--- config.mk ---
export PLATFORM = sky130hd
export DESIGN_NAME = app_mul_signed16_seq_ctrl
export DESIGN_NICKNAME = d
export VERILOG_FILES = /design/src/rtl/app_mul_signed16_seq_ctrl.sv
export SDC_FILE = /design/constraint.sdc
export NUM_CORES = 1
export LEC_CHECK = 0
export CAP_MARGIN = 10
export CELL_PAD_IN_SITES_DETAIL_PLACEMENT = 1
export CELL_PAD_IN_SITES_GLOBAL_PLACEMENT = 1
export CORE_ASPECT_RATIO = 0.7
export CORE_MARGIN = 3
export CORE_UTILIZATION = 38
export CTS_BUF_LIST = sky130_fd_sc_hd__clkbuf_8
export DETAILED_ROUTE_END_ITERATION = 8
export PLACE_DENSITY = 0.87
export REMOVE_ABC_BUFFERS = 1
export SYNTH_ARGS = -nofsm -noshare
export SYNTH_HDL_FRONTEND = slang
export SYNTH_SLANG_ARGS = --single-unit
--- constraint.sdc ---
create_clock -name clk -period 4.7 [get_ports clk]
set_input_delay 0.47 -clock clk [delete_from_list [all_inputs] [get_ports clk]]
set_output_delay 0.47 -clock clk [all_outputs]
set_load 0.005 [all_outputs]
--- src/rtl/app_mul_signed16_seq_ctrl.sv ---
// Sequential signed WIDTHxWIDTH multiplier controller: walks multiplier B two bits per
// cycle through an external 16x2 partial-product layer and accumulates the result.
module app_mul_signed16_seq_ctrl #(
  parameter int WIDTH = 16,
  parameter int PW    = 2 * WIDTH
) (
  input  logic             clk,
  input  logic             rst,
  input  logic             in_valid,
  output logic             in_ready,
  input  logic [WIDTH-1:0] in_a,
  input  logic [WIDTH-1:0] in_b,
  output logic [WIDTH-1:0] lyr_a,
  output logic             lyr_b_low,
  output logic             lyr_b_high,
  output logic             lyr_last,
  output logic             lyr_cin,
  input  logic [WIDTH+1:0] lyr_sum,
  output logic             out_valid,
  input  logic             out_ready,
  output logic [PW-1:0]    out_p,
  output logic             busy
);

  localparam int STEPS = WIDTH / 2;
  localparam int SW    = (STEPS > 1) ? $clog2(STEPS) : 1;

  typedef enum logic [1:0] {
    IDLE,
    RUN,
    DONE
  } state_t;

  state_t           state;
  logic [WIDTH-1:0] a_r;
  logic [WIDTH-1:0] b_r;
  logic [SW-1:0]    step;
  logic [PW-1:0]    acc;
  logic             is_last;
  logic [PW-1:0]    pp_ext;

  assign is_last = (step == SW'(STEPS - 1));
  assign pp_ext  = {{(PW - WIDTH - 2){lyr_sum[WIDTH+1]}}, lyr_sum};

  // Layer drive is decoded from registered state; digit selects are zeroed outside RUN.
  assign lyr_a      = a_r;
  assign lyr_b_low  = (state == RUN) && b_r[{step, 1'b0}];
  assign lyr_b_high = (state == RUN) && b_r[{step, 1'b1}];
  assign lyr_last   = (state == RUN) && is_last;
  assign lyr_cin    = 1'b0;
  assign out_p      = acc;

  // NOTE: every register in this block uses <=, so all branches see pre-edge values.
  always_ff @(posedge clk) begin
    if (rst) begin
      state     <= IDLE;
      a_r       <= '0;
      b_r       <= '0;
      step      <= '0;
      acc       <= '0;
      in_ready  <= 1'b1;
      out_valid <= 1'b0;
      busy      <= 1'b0;
    end else begin
      case (state)
        IDLE: begin
          if (in_valid && in_ready) begin
            a_r      <= in_a;
            b_r      <= in_b;
            step     <= '0;
            acc      <= '0;
            state    <= RUN;
            in_ready <= 1'b0;
            busy     <= 1'b1;
          end
        end
        RUN: begin
          // Wraps modulo 2^PW; the last signed digit restores the exact product.
          acc  <= acc + (pp_ext << {step, 1'b0});
          step <= step + 1'b1;
          if (is_last) begin
            state     <= DONE;
            out_valid <= 1'b1;
          end
        end
        DONE: begin
          if (out_ready) begin
            state     <= IDLE;
            out_valid <= 1'b0;
            busy      <= 1'b0;
            in_ready  <= 1'b1;
          end
        end
        default: begin
          state     <= IDLE;
          in_ready  <= 1'b1;
          out_valid <= 1'b0;
          busy      <= 1'b0;
        end
      endcase
    end
  end

endmodule
Word-level counts from Yosys, hierarchy flattened
Index checks and enable logic that the tools add are counted.
{"block": "totals", "output_inout_bits": 55, "inputBits": 54, "word_cells": 52, "regBits": 72}
{"block": "op_classes", "eq_ne": 6, "order_cmp": 2, "n_addsub": 2, "n_shift": 1, "reduce_logical": 11, "mux": 20, "n_bitwise": 2}
{"op": "$pmux 32 s2", "n": 1}
{"op": "$add 32x32->32", "n": 1}
{"op": "$mux 32", "n": 1}
{"op": "$shl 32x4->32", "n": 1}
{"op": "$lt 4x5->1 const B", "n": 2}
{"op": "$pmux 1 s3", "n": 3}
{"op": "$reduce_and 3->1", "n": 3}
{"op": "$mux 1", "n": 7}
{"op": "$bmux 1 s3", "n": 2}
{"op": "$mux 2", "n": 3}
{"op": "$ne 2x2->1 const B", "n": 3}
{"op": "$pmux 2 s3", "n": 1}
{"op": "$pmux 3 s2", "n": 1}
{"op": "$logic_and 1x1->1", "n": 4}
{"op": "$reduce_and 2->1", "n": 2}
{"op": "$add 3x1->3 const B", "n": 1}
{"op": "$eq 3x3->1 const B", "n": 1}
{"op": "$mux 3", "n": 1}
{"op": "$eq 2x1->1 const B", "n": 1}
{"op": "$eq 2x2->1 const B", "n": 1}
{"op": "$logic_not 2->1", "n": 1}
{"op": "$not 1->1", "n": 2}
{"op": "$reduce_bool 2->1", "n": 1}

Longest topological paths before layout
Gate-level depths: netlist of run 1.
{"block": "depth", "ltp_word": 3, "ltp_mapped": 17, "depth_no_buf": 16}

Least setup slack after synthesis of run 1
No wires, ideal clock.
{"block": "synth_timing", "kind": "reg-to-reg", "start": "register step[1]", "end": "register acc[28], in the netlist out_p[28]", "n_path_buf": 2, "arrival_time_ns": 3.854, "path_slack_ns": 0.725, "setup_ns": 0.122, "path_stages_with_launch": 16, "synth_period_minus_slack_ns": 3.975, "required_time_ns": 4.578, "cell_sequence": "dfxtp_1 -> clkbuf_1 -> buf_1 -> mux2_2 -> o21ai_0 -> o22ai_1 -> ha_1 -> a211oi_2 -> nor2_2 -> o2111ai_1 -> a21oi_2 -> a2111oi_2 -> nor3_4 -> a41oi_1 -> mux2_1 -> a221o_1"}
{"block": "synth_between", "elab_chain_len": 3}
{"element": "start, declared", "line_no": "37", "source": "logic [SW-1:0] step;"}
{"element": "start signal, assigned", "line_no": "80", "source": "step <= step + 1'b1;"}
{"element": "$shl 32x4->32", "line_no": "79", "source": "acc <= acc + (pp_ext << {step, 1'b0});"}
{"element": "$add 32x32->32", "line_no": "79"}
{"element": "$pmux 32 s2", "line_no": "65", "source": "case (state)"}
{"element": "end signal, assigned", "line_no": "79"}
{"element": "end, declared", "line_no": "38", "source": "logic [PW-1:0] acc;"}
Every way passes these cells.
A chain may end at the register's enable or synchronous reset.

Worst setup path in the final report of run 1
Ends and elaborated chain as after synthesis.

==> summary.md, run 1 <==
| Metric | Value |
|---|---|
| Fill cells | `1515` |
| Switch Pwr | `660 uW` |
| Largest net degree at the start of global routing | `56` |
| CP max FO | `15` |
| Worst VDD drop | `0.148 mV` |
| Startpoint Class | `register` |
| Top_reg_cell synth | `dfxtp_1` |
| Die height | `101 microns` |
| Global-route wire length before repair | `27.5 mm` |
| Area of the die | `14300 sq um` |
| Placed Cells incl. Taps | `888` |
| Syn Area/Cell | `7.46 sq um` |
| Hold Buf Count CTS | `0` |
| Seq pwr share | `0.388` |
| Syn Std Cell Area | `4890 sq um` |
| Via density | `5.66` |
| Antenna violations before repair | `0` |
| Nets | `830` |
| Number of synthesized flops with an enable pin | `0` |
| RSZ-0062 raised after global routing | `no` |
| Critical Path Most Common Cell | `o21ai_0` |
| PD cells | `~290 nW/um^2` |
| Pint | `1140 uW` |
| Final Non-Filler Cells | `903` |
| Final setup viols | `0` |
| Port bufs | `107` |
| Tot GR Track Use | `0.241` |
| Sw Share | `0.367` |
| Combinational share of power | `0.366` |
| Slew margin rel. | `0.299` |
| WS Path Type | `register to register` |
| Slew @ Worst Pin | `1050 ps` |
| Bufs on Longest Clock Path | `2` |
| Core area | `12100 sq um` |
| Critical Path RT | `4960 ps` |
| IO Pins | `109` |
| N_diodes | `0` |
| R2r startpoint | `step[1]` |
| Synth cell types | `59` |
| Number of global-route vias before repair | `5294` |
| Synth Register Bits | `72` |
| TritonCTS buffer count | `9` |
| Count leader, synth | `nand2_1` |
| Std cell rows | `33` |
| Status | `completed` |
| CTS root buffer | `clkbuf_8` |
| Residual DRC | `0` |
| Asr flop ratio synth | `0` |
| Aggregate global routing overflow | `0` |
| Die span in x | `142 microns` |
| Min-delay src | `lyr_a[11]` |
| Slowest-stage cell, CP | `dfxtp_2` |
| Leakage | `around 0.0024 uW` |
| Bufs and invs on worst path | `0` |
| Syn Inst Count | `655` |
| Setup_tns | `0 ps` |
| Synth top cells by count | `138 x nand2_1, 87 x a21oi_1, 72 x dfxtp_1, 47 x o21ai_0, 46 x nor2_1` |
| Fraction of layout cells with a size suffix above 1 | `0.0697` |
| Clock share of power | `0.246` |
| DP Wirelength | `between 10 and 15 mm` |
| Pre-antenna DRT Iters | `5` |
| Critical path cell sequence | `mux2_2, o21ai_0, o21ai_0, ha_1, nand4_1, nor2_1, a21oi_1, a21oi_2, a2111oi_2, nor3_4, a41oi_1, mux2_1, a221o_1` |
| Tmin final | `4370 ps` |
| Fmax | `approximately 0.23 GHz` |
| CP Data Arrival Time | `4630 ps` |
| Setup Skew | `between 10 and 15 ps` |
| TritonCTS clock tree | `yes` |
| Worst setup startpoint | `step[1]` |
| RD Place Congestion | `0.971` |
| Yosys warns | `0` |
| Htree depth | `3` |
| Area growth from synthesis to layout | `27.6%` |
| WL final | `between 15 and 20 mm` |
| CP peak stage delay | `560 ps` |
| Max Cap Viol | `0` |
| Main area contributors after synthesis | `dfxtp_1 30%, nand2_1 11%, a21oi_1 8.9%` |
| Period Utilization, post-route | `0.930` |
| Antenna Nets Post-Route | `0` |
| Hold Violations, Final | `0` |
| Initial Utilization | `0.402` |
| Reg clk slew, reported paths | `90 ps` |
| CP top delay family | `compound AO/OA/AOI/OAI gates` |
| Cell accounting for the most synthesized area | `dfxtp_1` |
| Count of pins over their slew limit | `0` |
| Clk Latency, worst-skew pair | `370 ps` |
| HP Class | `register to register` |
| Initial drt markers | `256` |
| Post-synth top area share | `0.295` |
| Sink Count | `72` |
| CP Capture Type | `register` |
| Mean routed wirelength per cell | `19.1 microns` |
| Sequential area share after synthesis | `0.295` |
| Vias | `5111` |
## placed cells by master (no fill, tap or decap), drive strengths merged, types with 6 or more instances in the layout
cell	count
nand2	138
clkdlybuf4s50	106
a21oi	88
dfxtp	72
o21ai	47
nor2	47
ha	33
nand3	20
mux2i	17
inv	14
xor2	13
nor3	13
mux2	12
xnor2	11
buf	10
a21o	9
clkbuf	9
clkinv	7
nand2b	6
## power by group through the flow
stage | Clock [uW] | Sequential (uW) | Combinational (uW)
after floorplan | 0 | 710 | 377
after global placement | 0 | 707 | 624
after detailed placement | 0 | 710 | 645
after CTS | 454 | 697 | 651
after global routing | 480 | 703 | 719
final | 443 | 697 | 657
## repair_timing
| action | CTS | global route |
|---|---|---|
| buffers inserted | 0 | 0 |
| endpoints found under the setup margin | 0 | 1 |
| gates resized for setup | 0 | 1 |
## path summary, 6_finish.rpt
| check | end | slack, ps | depth (start not counted) |
|---|---|---|---|
| max | out_p[28] | 330 | 13 |
| min | lyr_a[11] | 460 | 2 |
| max reg2reg | out_p[28] | 330 | 13 |
| min reg2reg | lyr_a[11] | 460 | 2 |
## layout make-up
cell class | instances | area [sq um] | share of cell area
multi-input cells | 528 | 3240 | 0.520
inverters | 15 | 56.3 | 0.00903
clock buffers | 9 | 124 | 0.0199
flip-flops and latches | 72 | 1440 | 0.231
well taps | 157 | 196 | 0.0315
repair buffers | 116 | 1130 | 0.182
clock inverters | 6 | 37.5 | 0.00602
## worst reg2reg max path, stage by stage, from the launching register on
cell and delay [ps]:
dfxtp_2 560, mux2_2 410, o21ai_0 270, o21ai_0 290, ha_1 470, nand4_1 270
nor2_1 90, a21oi_1 300, a21oi_2 110, a2111oi_2 460, nor3_4 140, a41oi_1 290
mux2_1 340, a221o_1 260
## through the flow
step	cell area [sq um]	total power [uW]	hold slack (ps)	util	worst slack, ps
2_1_floorplan	4730	1090	427	-	597
3_3_place_gp	6070	1330	441	0.500	181
3_5_place_dp	6070	1360	451	0.500	152
4_1_cts	6230	1800	462	0.513	231
5_1_grt	6230	1900	475	0.514	202
6_report	6230	1800	459	0.514	330
## cell families after synthesis
logic type               after synthesis  synth area share
AO/OA/AOI/OAI                        193             0.236
XOR/XNOR                              24            0.0430
adder cells (fa/ha/maj)               34            0.0886
buffers and inverters                 55            0.0433
flip-flops                            72             0.295
multiplexers                          33            0.0809
other                                  1          0.000768
AND/OR/NAND/NOR                      243             0.213
## sequential cells by signal, summed over array words and instances (netlist names)
signal / count
out_p: 32
b_r: 16
lyr_a: 16
step: 3
state: 2
busy: 1
in_ready: 1
out_valid: 1
## routing by layer
metal / wire length [microns] / GRT usage / up-vias
met5: 0 / 0 / -
met1: 8420 / 0.338 / 2465
met2: 7620 / 0.384 / 153
li1: - / - / 2474
met3: 964 / 0.0427 / 19
met4: 241 / 0.0642 / 0
Note: power is estimated with default switching activity, not from simulation.
==> inputs of run 2 (changes only) <==
--- a/config.mk
+++ b/config.mk
@@ -12,6 +12,8 @@
 export CORE_MARGIN = 3
 export CORE_UTILIZATION = 38
 export CTS_BUF_LIST = sky130_fd_sc_hd__clkbuf_8
+export CTS_CLUSTER_DIAMETER = 150
+export CTS_CLUSTER_SIZE = 28
 export DETAILED_ROUTE_END_ITERATION = 8
 export PLACE_DENSITY = 0.87
 export REMOVE_ABC_BUFFERS = 1
==> results of run 2 <==
Same layout as run 1: the final DEF is identical, and so are final timing and power.
